**src/rtl/board_io_ctrl_pkg.sv**
```systemverilog
// Shared definitions for the board I/O conditioner: event code width and the
// event codes pushed toward the SoC.
package board_io_pkg;

    localparam int unsigned EVT_W = 4;

    typedef logic [EVT_W-1:0] evt_code_t;

    localparam evt_code_t EVT_BTN0_PRESS = 4'h1;
    localparam evt_code_t EVT_BTN0_REL   = 4'h2;
    localparam evt_code_t EVT_BTN1_PRESS = 4'h3;
    localparam evt_code_t EVT_BTN1_REL   = 4'h4;
    localparam evt_code_t EVT_DIP_CHG    = 4'h8;

endpackage

```
**src/rtl/board_io_ctrl_debounce.sv**
```systemverilog
// Single-bit two-flop synchroniser plus counter debouncer; change_o pulses for
// one cycle, aligned with the first cycle stable_o shows its new value.
module io_debounce #(
    parameter int unsigned DEBOUNCE_CYCLES = 100000,
    parameter logic        RST_VAL         = 1'b0
) (
    input  logic clk_i,
    input  logic rst_i,
    input  logic raw_i,
    input  logic load_i,
    output logic stable_o,
    output logic change_o
);

    localparam int unsigned CW = $clog2(DEBOUNCE_CYCLES);

    logic          s1_q, s1_d;
    logic          s2_q, s2_d;
    logic          stable_q, stable_d;
    logic          change_q, change_d;
    logic [CW-1:0] cnt_q, cnt_d;

    always_comb begin
        s1_d     = raw_i;
        s2_d     = s1_q;
        stable_d = stable_q;
        change_d = 1'b0;
        cnt_d    = '0;
        // A direct load takes the synced value silently, without a change pulse.
        if (load_i) begin
            stable_d = s2_q;
        end else if (s2_q != stable_q) begin
            if (cnt_q == CW'(DEBOUNCE_CYCLES - 1)) begin
                stable_d = s2_q;
                change_d = 1'b1;
            end else begin
                cnt_d = cnt_q + CW'(1);
            end
        end
    end

    always_ff @(posedge clk_i) begin
        if (rst_i) begin
            s1_q     <= RST_VAL;
            s2_q     <= RST_VAL;
            stable_q <= RST_VAL;
            change_q <= 1'b0;
            cnt_q    <= '0;
        end else begin
            s1_q     <= s1_d;
            s2_q     <= s2_d;
            stable_q <= stable_d;
            change_q <= change_d;
            cnt_q    <= cnt_d;
        end
    end

    assign stable_o = stable_q;
    assign change_o = change_q;

endmodule

```
**src/rtl/board_io_ctrl.sv**
```systemverilog
// Board I/O conditioner: debounced buttons/DIPs, coded event FIFO toward the
// SoC with sticky overflow, and a SoC-writable LED register plus heartbeat.
module board_io_ctrl
    import board_io_pkg::*;
#(
    parameter int unsigned DEBOUNCE_CYCLES  = 100000,
    parameter int unsigned HEARTBEAT_CYCLES = 5000000,
    parameter int unsigned EVT_DEPTH        = 4
) (
    input  logic             clk_i,
    input  logic             rst_i,
    input  logic [1:0]       btn_n_i,
    input  logic [3:0]       dip_i,
    output logic [1:0]       btn_o,
    output logic [3:0]       dip_o,
    output logic             evt_valid_o,
    output logic [EVT_W-1:0] evt_code_o,
    input  logic             evt_ready_i,
    output logic             evt_ovf_o,
    input  logic             ovf_clr_i,
    input  logic             led_we_i,
    input  logic [6:0]       led_data_i,
    output logic [7:0]       led_o
);

    localparam int unsigned AW     = $clog2(EVT_DEPTH);
    localparam int unsigned PW     = AW + 1;
    localparam int unsigned SU_END = DEBOUNCE_CYCLES + 3;
    localparam int unsigned SU_W   = $clog2(SU_END + 1);
    localparam int unsigned HB_W   = $clog2(HEARTBEAT_CYCLES);

    // ---------------- startup window ----------------
    logic [SU_W-1:0] su_cnt_q, su_cnt_d;
    logic            su_done, su_load;

    assign su_done = (su_cnt_q == SU_W'(SU_END));
    assign su_load = (su_cnt_q == SU_W'(SU_END - 1));

    always_comb su_cnt_d = su_done ? su_cnt_q : su_cnt_q + SU_W'(1);

    // ---------------- debouncers ----------------
    logic [1:0] btn_raw, btn_chg;
    logic [3:0] dip_chg;

    for (genvar g = 0; g < 2; g++) begin : g_btn
        io_debounce #(.DEBOUNCE_CYCLES(DEBOUNCE_CYCLES), .RST_VAL(1'b1)) u_db (
            .clk_i    (clk_i),
            .rst_i    (rst_i),
            .raw_i    (btn_n_i[g]),
            .load_i   (su_load),
            .stable_o (btn_raw[g]),
            .change_o (btn_chg[g])
        );
    end

    for (genvar g = 0; g < 4; g++) begin : g_dip
        io_debounce #(.DEBOUNCE_CYCLES(DEBOUNCE_CYCLES), .RST_VAL(1'b0)) u_db (
            .clk_i    (clk_i),
            .rst_i    (rst_i),
            .raw_i    (dip_i[g]),
            .load_i   (su_load),
            .stable_o (dip_o[g]),
            .change_o (dip_chg[g])
        );
    end

    assign btn_o = ~btn_raw;

    // ---------------- pending events and arbitration ----------------
    logic [2:0]       src_chg;
    logic [EVT_W-1:0] src_code [3];
    logic [2:0]       pend_v_q, pend_v_d;
    logic [EVT_W-1:0] pend_c_q [3];
    logic [EVT_W-1:0] pend_c_d [3];
    logic [2:0]       grant;
    logic [EVT_W-1:0] push_code;
    logic             push, pop, full, can_push;
    logic             ovf_q, ovf_d, ovf_set;

    assign src_chg     = {|dip_chg, btn_chg} & {3{su_done}};
    assign src_code[0] = btn_o[0] ? EVT_BTN0_PRESS : EVT_BTN0_REL;
    assign src_code[1] = btn_o[1] ? EVT_BTN1_PRESS : EVT_BTN1_REL;
    assign src_code[2] = EVT_DIP_CHG;

    always_comb begin
        can_push = !full || pop;
        grant    = '0;
        if (can_push) begin
            if (pend_v_q[0])      grant = 3'b001;
            else if (pend_v_q[1]) grant = 3'b010;
            else if (pend_v_q[2]) grant = 3'b100;
        end
        push      = |grant;
        push_code = grant[0] ? pend_c_q[0] : (grant[1] ? pend_c_q[1] : pend_c_q[2]);

        pend_v_d = pend_v_q;
        pend_c_d = pend_c_q;
        ovf_set  = 1'b0;
        // A fresh transition overwrites the pending code; the granted (older)
        // code still goes to the FIFO this cycle.
        for (int unsigned i = 0; i < 3; i++) begin
            if (src_chg[i]) begin
                pend_v_d[i] = 1'b1;
                pend_c_d[i] = src_code[i];
                if (pend_v_q[i] && !grant[i] && full) ovf_set = 1'b1;
            end else if (grant[i]) begin
                pend_v_d[i] = 1'b0;
            end
        end

        ovf_d = ovf_set ? 1'b1 : (ovf_clr_i ? 1'b0 : ovf_q);
    end

    // ---------------- event FIFO ----------------
    logic [PW-1:0]    wr_q, wr_d, rd_q, rd_d;
    logic [EVT_W-1:0] mem_q [EVT_DEPTH];
    logic [EVT_W-1:0] mem_d [EVT_DEPTH];
    logic             empty;

    assign empty = (wr_q == rd_q);
    assign full  = ((wr_q - rd_q) == PW'(EVT_DEPTH));
    assign pop   = evt_valid_o && evt_ready_i;

    always_comb begin
        wr_d  = wr_q;
        rd_d  = rd_q;
        mem_d = mem_q;
        if (push) begin
            mem_d[wr_q[AW-1:0]] = push_code;
            wr_d                = wr_q + PW'(1);
        end
        if (pop) rd_d = rd_q + PW'(1);
    end

    assign evt_valid_o = !empty;
    assign evt_code_o  = empty ? '0 : mem_q[rd_q[AW-1:0]];
    assign evt_ovf_o   = ovf_q;

    // ---------------- LEDs ----------------
    logic [6:0]      led_q, led_d;
    logic [HB_W-1:0] hb_cnt_q, hb_cnt_d;
    logic            hb_q, hb_d;
    logic            hb_wrap;

    assign hb_wrap = (hb_cnt_q == HB_W'(HEARTBEAT_CYCLES - 1));

    always_comb begin
        led_d    = led_we_i ? led_data_i : led_q;
        hb_cnt_d = hb_wrap ? '0 : hb_cnt_q + HB_W'(1);
        hb_d     = hb_wrap ? ~hb_q : hb_q;
    end

    assign led_o = {hb_q, led_q};

    always_ff @(posedge clk_i) begin
        if (rst_i) begin
            su_cnt_q <= '0;
            pend_v_q <= '0;
            pend_c_q <= '{default: '0};
            ovf_q    <= 1'b0;
            wr_q     <= '0;
            rd_q     <= '0;
            mem_q    <= '{default: '0};
            led_q    <= '0;
            hb_cnt_q <= '0;
            hb_q     <= 1'b0;
        end else begin
            su_cnt_q <= su_cnt_d;
            pend_v_q <= pend_v_d;
            pend_c_q <= pend_c_d;
            ovf_q    <= ovf_d;
            wr_q     <= wr_d;
            rd_q     <= rd_d;
            mem_q    <= mem_d;
            led_q    <= led_d;
            hb_cnt_q <= hb_cnt_d;
            hb_q     <= hb_d;
        end
    end

endmodule

```
**config.mk**
```make
export PLATFORM = sky130hd
export DESIGN_NAME = board_io_ctrl
export DESIGN_NICKNAME = d
export VERILOG_FILES = /design/src/rtl/board_io_ctrl_pkg.sv /design/src/rtl/board_io_ctrl_debounce.sv /design/src/rtl/board_io_ctrl.sv
export SDC_FILE = /design/constraint.sdc
export NUM_CORES = 1
export LEC_CHECK = 0
export CORE_UTILIZATION = 40
export DETAILED_ROUTE_END_ITERATION = 10
export SETUP_SLACK_MARGIN = 0.5
export SYNTH_ARGS = -nofsm -noshare
export SYNTH_HDL_FRONTEND = slang
export SYNTH_HIERARCHICAL = 1
export SYNTH_SLANG_ARGS = --single-unit
```
**constraint.sdc**
```tcl
create_clock -name clk_i -period 5.4 [get_ports clk_i]
set_clock_uncertainty 0.2 [all_clocks]
set_input_delay 0.81 -clock clk_i [delete_from_list [all_inputs] [get_ports clk_i]]
set_output_delay 0.81 -clock clk_i [all_outputs]
set_load 0.02 [all_outputs]
```
==> metrics.md, run 1 <==
| Metric | Value |
|---|---|
| Yosys top cell area share | `44.83%` |
| Fraction of layout cells with a size suffix above 1 | `9.847%` |
| Critical-path cell list | `inv_1 -> ha_1 -> nand3_1 -> and2_1 -> clkdlybuf4s50_1` |
| # IOs | `38` |
| Pin count of the biggest net entering global routing | `42` |
| Die Ht | `153.3 um` |
| Core area | `0.02216 sq mm` |
| CTS tree | `done` |
| Hold Crit Class | `register to register` |
| Die X | `153.3 um` |
| Synth top area cells | `dfxtp_1 (45%), xnor2_1 (10%), nor2_1 (8.0%), xor2_1 (3.0%), mux2i_1 (3.0%)` |
| Measured slew at the worst slew-check pin | `0.7252 ns` |
| CTS Sinks | `205` |
| Routed WL | `16590 um` |
| Final TNS setup | `0 ns` |
| Port Buffers | `37` |
| DRT Pass-1 Iters | `7` |
| FFs w/ async S/R, synth | `0%` |
| Crit. End Element | `primary output` |
| Starting Density | `41.31%` |
| Average cell area after synthesis | `9.293 sq um` |
| Synthesized instance count | `985` |
| Area delta synth->final | `15.54%` |
| VDD IR-drop max | `0.2321 mV` |
| CTS Root Cell | `clkbuf_16` |
| Total track usage | `14.27%` |
| # Post-CTS Setup Buffers | `0` |
| Critical path type | `register to primary output` |
| Highest Clock Rate | `294.2 MHz` |
| Hold_buf cts | `0` |
| Ys Warns | `6` |
| Leading area contributor after synthesis | `dfxtp_1` |
| Max incr delay on CP | `0.59 ns` |
| Syn Std Cell Area | `0.009154 sq mm` |
| Leak pwr | `3.420 nW` |
| Grt ovf | `0` |
| Die area | `0.02349 sq mm` |
| CP Data Arrival Time | `2.39 ns` |
| Outcome | `finished clean` |
| Part of the Yosys area used for sequential elements | `44.83%` |
| Fin. Hold Viols | `0` |
| Drt via density | `4.980` |
| Syn Nets | `1019` |
| EDFF count, synth | `0` |
| Final instance area | `0.01058 sq mm` |
| DRC | `0` |
| Final Critical Period | `3.399 ns` |
| Rows | `54` |
| Synthesized flop and latch total | `205` |
| Ys flop type | `dfxtp_1` |
| PwrDens | `307.1 mW/mm^2` |
| Clock transition at the registers of the reported paths | `0.06 ns` |
| Ant diodes | `0` |
| Nets | `1063` |
| First-pass GRT wire length | `28830 um` |
| Fillers | `2121` |
| Crit share post-route | `62.94%` |
| Crit-path max FO | `8` |
| Slew Limit Fails | `0` |
| CTS buffer count | `24` |
| Synth unique cells | `63` |
| Routed vias | `6604` |
| Slowest cell on the critical path | `clkdlybuf4s50_1` |
| Critical Path RT | `4.39 ns` |
| CTS max path bufs | `3` |
| Post-CTS resize count | `0` |
| GPL Wtd Cong | `0.7747` |
| Latest clock arrival within the worst-skew pair | `0.51 ns` |
| DP HPWL | `11210 um` |
| Placed Area | `0.009778 sq mm` |
| Antenna violations before repair | `0` |
| Slew headroom | `51.65%` |
| Max-cap violations | `0` |
| Setup violators final | `0` |
| Routed length per instance | `12.51 um` |
| DRT iter0 DRCs | `273` |
| Vias in the first global route | `6106` |
| Startpoint types | `register` |
| Unrepaired setup endpoints after global routing | `false` |
| H-tree depth | `1` |
| ANT nets after route | `0` |
cells in the mapped netlist, types with 5 or more instances:
library cell	number
mux2i_1	27
xnor2_1	105
and2_1	7
or3_1	5
a21oi_1	11
nor4_1	34
and3_2	6
nand4_1	41
nand2_1	52
nor3_1	38
xor2_1	31
nand3_1	43
ha_1	16
nand3b_1	5
nor2_1	194
buf_4	5
nor2b_1	11
and3_1	9
inv_1	31
nand2_2	5
nor4_4	5
dfxtp_1	205
clkbuf_1	12
or2_2	5
metrics by stage:
step | setup slack, ns | std cells | utilization [%] | power, mW | hold WS (ns)
2_1_floorplan | 2.851 | 985 | - | 1.657 | 0.1895
3_3_place_gp | 2.558 | 1283 | 44.12 | 1.700 | 0.1908
3_5_place_dp | 2.506 | 1283 | 44.12 | 1.702 | 0.1990
4_1_cts | 1.962 | 1326 | 47.72 | 3.300 | 0.2035
5_1_grt | 1.822 | 1326 | 47.72 | 3.374 | 0.2145
6_report | 2.001 | 1326 | 47.72 | 3.248 | 0.1992
flip-flops by register name, indices dropped and copies added (netlist names):
name / count
pend_v_q: 3
g_btn.u_db/s2_q: 2
evt_ovf_o: 1
g_dip.u_db/s1_q: 4
mem_q: 16
g_btn.u_db/stable_o: 2
g_dip.u_db/stable_o: 4
g_btn.u_db/cnt_q: 34
rd_q: 3
wr_q: 3
g_btn.u_db/change_o: 2
su_cnt_q: 17
hb_q: 1
g_dip.u_db/cnt_q: 68
pend_c_q: 5
hb_cnt_q: 23
g_btn.u_db/s1_q: 2
led_q: 7
g_dip.u_db/s2_q: 4
g_dip.u_db/change_o: 4
logic make-up after synthesis:
| family | count (synthesis) | share of synthesized area (%) |
|---|---|---|
| and+or+nand+nor | 508 | 30.37 |
| DFF | 205 | 44.83 |
| xor gates and xnor gates | 136 | 13.01 |
| buffers and inverters | 53 | 2.583 |
| AOI/OAI and AO/OA | 36 | 3.076 |
| muxes | 31 | 3.937 |
| adders and majority gates | 16 | 2.187 |
per-layer routing:
| metal | share of wire (%) | track usage (%) | vias to the layer above | wire [um] |
|---|---|---|---|---|
| li1 | - | - | 3499 | - |
| met1 | 52 | 20.07 | 2970 | 8648 |
| met2 | 42 | 22.18 | 105 | 6983 |
| met3 | 3.7 | 2.694 | 30 | 606 |
| met4 | 2.1 | 3.992 | 0 | 346 |
| met5 | 0 | 0 | - | 0 |
cell type report:
type                            count  area [sq um]  share of cell area, %
Clock buffer                       36         757.0                  7.157
Inverter                           31         116.4                  1.100
Multi-Input combinational cell    727          4820                  45.57
Timing Repair Buffer               40         387.9                  3.667
Sequential cell                   205          4104                  38.80
Tap cell                          280         350.3                  3.312
Clock inverter                      7         41.29                 0.3904
worst max-delay path: cells and delay by family (launching register included):
kind          cells  cell delay (ns)
fa+ha+maj         1             0.31
flops             1             0.51
buf+inv           2             0.67
simple gates      2             0.38
cells in the final DEF, fill, tap and decap left out, types with 5 or more instances in the layout:
master and count:
clkinv_2 5, or2_2 5, nand3b_1 5, xor2_1 31, and3_1 9, clkbuf_8 9, nor2b_1 11, and2_1 7
dfxtp_1 205, clkbuf_16 25, nand4_1 41, inv_1 31, and3_2 6, xnor2_1 105, ha_1 16, nand3_1 43
nor4_1 33, nor3_1 38, nor2_1 194, clkdlybuf4s50_1 36, nor4_4 5, nand2_1 52, nand2_2 5, a21oi_1 11
mux2i_1 27, or3_1 5
report_power, final:
| part | internal [mW] | total (mW) | switching, mW |
|---|---|---|---|
| Sequential | 1.53 | 1.55 | 0.0162 |
| Combinational | 0.0511 | 0.117 | 0.0654 |
| Clock | 0.965 | 1.58 | 0.617 |
path summary, 6_finish.rpt:
path | depth (start not counted) | slack (ns) | start | end
worst max-delay path | 5 | 2.00 | rd_q[1]$_SDFFE_PP0P_ | evt_code_o[0]
worst max register to register | 6 | 2.72 | su_cnt_q[12]$_SDFFE_PP0P_ | g_dip[2].u_db/cnt_q[16]$_SDFF_PP0_
worst min register to register | 1 | 0.20 | g_btn[0].u_db/s1_q$_SDFF_PP1_ | g_btn[0].u_db/s2_q$_SDFF_PP1_
worst min-delay path | 1 | 0.20 | g_btn[0].u_db/s1_q$_SDFF_PP1_ | g_btn[0].u_db/s2_q$_SDFF_PP1_
No activity file was read; power rests on OpenSTA's default activity.
==> run 2: changes to the inputs <==
clock period = 2.97 ns   (was 5.4 ns; I/O delays follow)
==> metrics.md, run 2 (synthesis results as in run 1) <==
| Metric | Value |
|---|---|
| Nets | `1080` |
| Outcome | `finished clean` |
| Die X | `153.3 um` |
| Crit-path max FO | `8` |
| CTS max path bufs | `3` |
| CP Data Arrival Time | `2.60 ns` |
| First-pass GRT wire length | `30130 um` |
| Int Pwr | `4.776 mW` |
| Finished Layout Cells | `1340` |
| Cells after DPL | `1286` |
| Hold_buf cts | `0` |
| Grt ovf | `0` |
| Unrepaired setup endpoints after global routing | `true` |
| DRT Pass-1 Iters | `4` |
| VDD IR-drop max | `0.4312 mV` |
| Routed vias | `6808` |
| Switching share of power | `20.73%` |
| Core area | `0.02216 sq mm` |
| Slew headroom | `46.43%` |
| Area delta synth->final | `17.96%` |
| Clock share of power | `49.4%` |
| Total track usage | `14.96%` |
| Ant diodes | `0` |
| CTS Root Cell | `clkbuf_16` |
| Fin. Hold Viols | `0` |
| GPL Wtd Cong | `0.7637` |
| H-tree depth | `1` |
| Leak pwr | `3.540 nW` |
| Critical Path RT | `3.15 ns` |
| Most common cell after layout, fill and taps aside | `dfxtp_1` |
| Crit share post-route | `81.57%` |
| Die Ht | `153.3 um` |
| Fraction of layout cells with a size suffix above 1 | `12.55%` |
| Final instance area | `0.01080 sq mm` |
| Comb pwr share | `3.9%` |
| Drt via density | `5.081` |
| Pin count of the biggest net entering global routing | `34` |
| Placed Area | `0.009801 sq mm` |
| DP HPWL | `11390 um` |
| Starting Density | `41.31%` |
| Vias in the first global route | `6448` |
| CTS Sinks | `205` |
| Fillers | `2141` |
| DRC | `0` |
| Fin Hold WS | `0.2086 ns` |
| Rows | `54` |
| Number of flip-flops in the largest register | `68` |
| Die area | `0.02349 sq mm` |
| Switching power | `1.249 mW` |
| Setup violators final | `0` |
| Highest Clock Rate | `412.8 MHz` |
| Most frequent cells in the layout | `dfxtp_1 (199), nor2_1 (194), xnor2_1 (104)` |
| Startpoint types | `register` |
| Port Buffers | `37` |
| Crit. End Element | `register` |
| Final TNS setup | `0 ns` |
| Multi-input gate area | `0.004925 sq mm` |
| Measured slew at the worst slew-check pin | `0.7962 ns` |
| Latest clock arrival within the worst-skew pair | `0.50 ns` |
| ANT nets after route | `0` |
| Critical path type | `register to register` |
| CTS buffer count | `24` |
| Max-cap violations | `0` |
| # IOs | `38` |
| Sequential share of power | `46.8%` |
| Final Critical Period | `2.423 ns` |
| Regs by FF count | `g_dip.u_db/cnt_q (68), g_btn.u_db/cnt_q (34), hb_cnt_q (23)` |
| CTS tree | `done` |
| Slew Limit Fails | `0` |
| PwrDens | `558.0 mW/mm^2` |
| DRT iter0 DRCs | `287` |
| Antenna violations before repair | `0` |
| Routed length per instance | `13.17 um` |
| Routed WL | `17650 um` |
| Hold Crit Class | `register to register` |
| Clock transition at the registers of the reported paths | `0.05 ns` |
| Top reg by flops | `g_dip.u_db/cnt_q` |
| Design Power | `6.025 mW` |
| FF/Latch Area | `0.004114 sq mm` |
-- run 2: final timing paths --
check | start | endpoint | slack (ns) | cells after the start
worst min-delay path | g_btn[0].u_db/s1_q$_SDFF_PP1_ | g_btn[0].u_db/s2_q$_SDFF_PP1_ | 0.21 | 1
worst min register to register | g_btn[0].u_db/s1_q$_SDFF_PP1_ | g_btn[0].u_db/s2_q$_SDFF_PP1_ | 0.21 | 1
worst max register to register | su_cnt_q[14]$_SDFFE_PP0P_ | g_dip[3].u_db/stable_o$_SDFFE_PP0P_ | 0.55 | 6
worst max-delay path | su_cnt_q[14]$_SDFFE_PP0P_ | g_dip[3].u_db/stable_o$_SDFFE_PP0P_ | 0.55 | 6
-- run 2: layout make-up --
cell class                      instances  area share (%)
Clock buffer                           34           6.848
Clock inverter                          6          0.7416
Inverter                               31           1.078
Multi-Input combinational cell        731           45.61
Sequential cell                       205           38.10
Tap cell                              280           3.244
Timing Repair Buffer                   53           4.380
-- run 2: metrics by stage --
step	util, %	setup WS, ns
after floorplan	-	0.5268
after CTS	48.37	0.5067
after global routing	48.72	0.4859
final	48.72	0.5474
after global placement	44.22	0.3548
after detailed placement	44.22	0.3322
-- run 2: worst max-delay path, stage by stage, from the launching register on --
cell and delay, ns:
dfxtp_2 0.33, or4b_4 0.57, nor4_4 0.36, and3_4 0.32
or3b_4 0.15, o22ai_1 0.06, or3_1 0.32
-- run 2: timing repair --
item,in CTS,in global routing
gates resized for setup,26,13
endpoints found under the setup margin,106,109
setup buffers,8,2
pin swaps,3,6
cloned,1,3
-- run 2: power by group through the flow --
stage | Clock, mW | Combinational, mW | Sequential [mW]
6_report | 2.98 | 0.232 | 2.82
5_1_grt | 3.19 | 0.258 | 2.82
4_1_cts | 3.08 | 0.221 | 2.82
3_5_place_dp | 0 | 0.218 | 2.88
3_3_place_gp | 0 | 0.217 | 2.88
2_1_floorplan | 0 | 0.122 | 2.89
-- run 2: per-layer routing --
metal / wire length [um] / up-vias / track usage (%)
met5: 0 / - / 0
met4: 313 / 0 / 3.704
met3: 689 / 24 / 2.864
met2: 7850 / 91 / 24.42
met1: 8791 / 3149 / 20.23
li1: - / 3544 / -
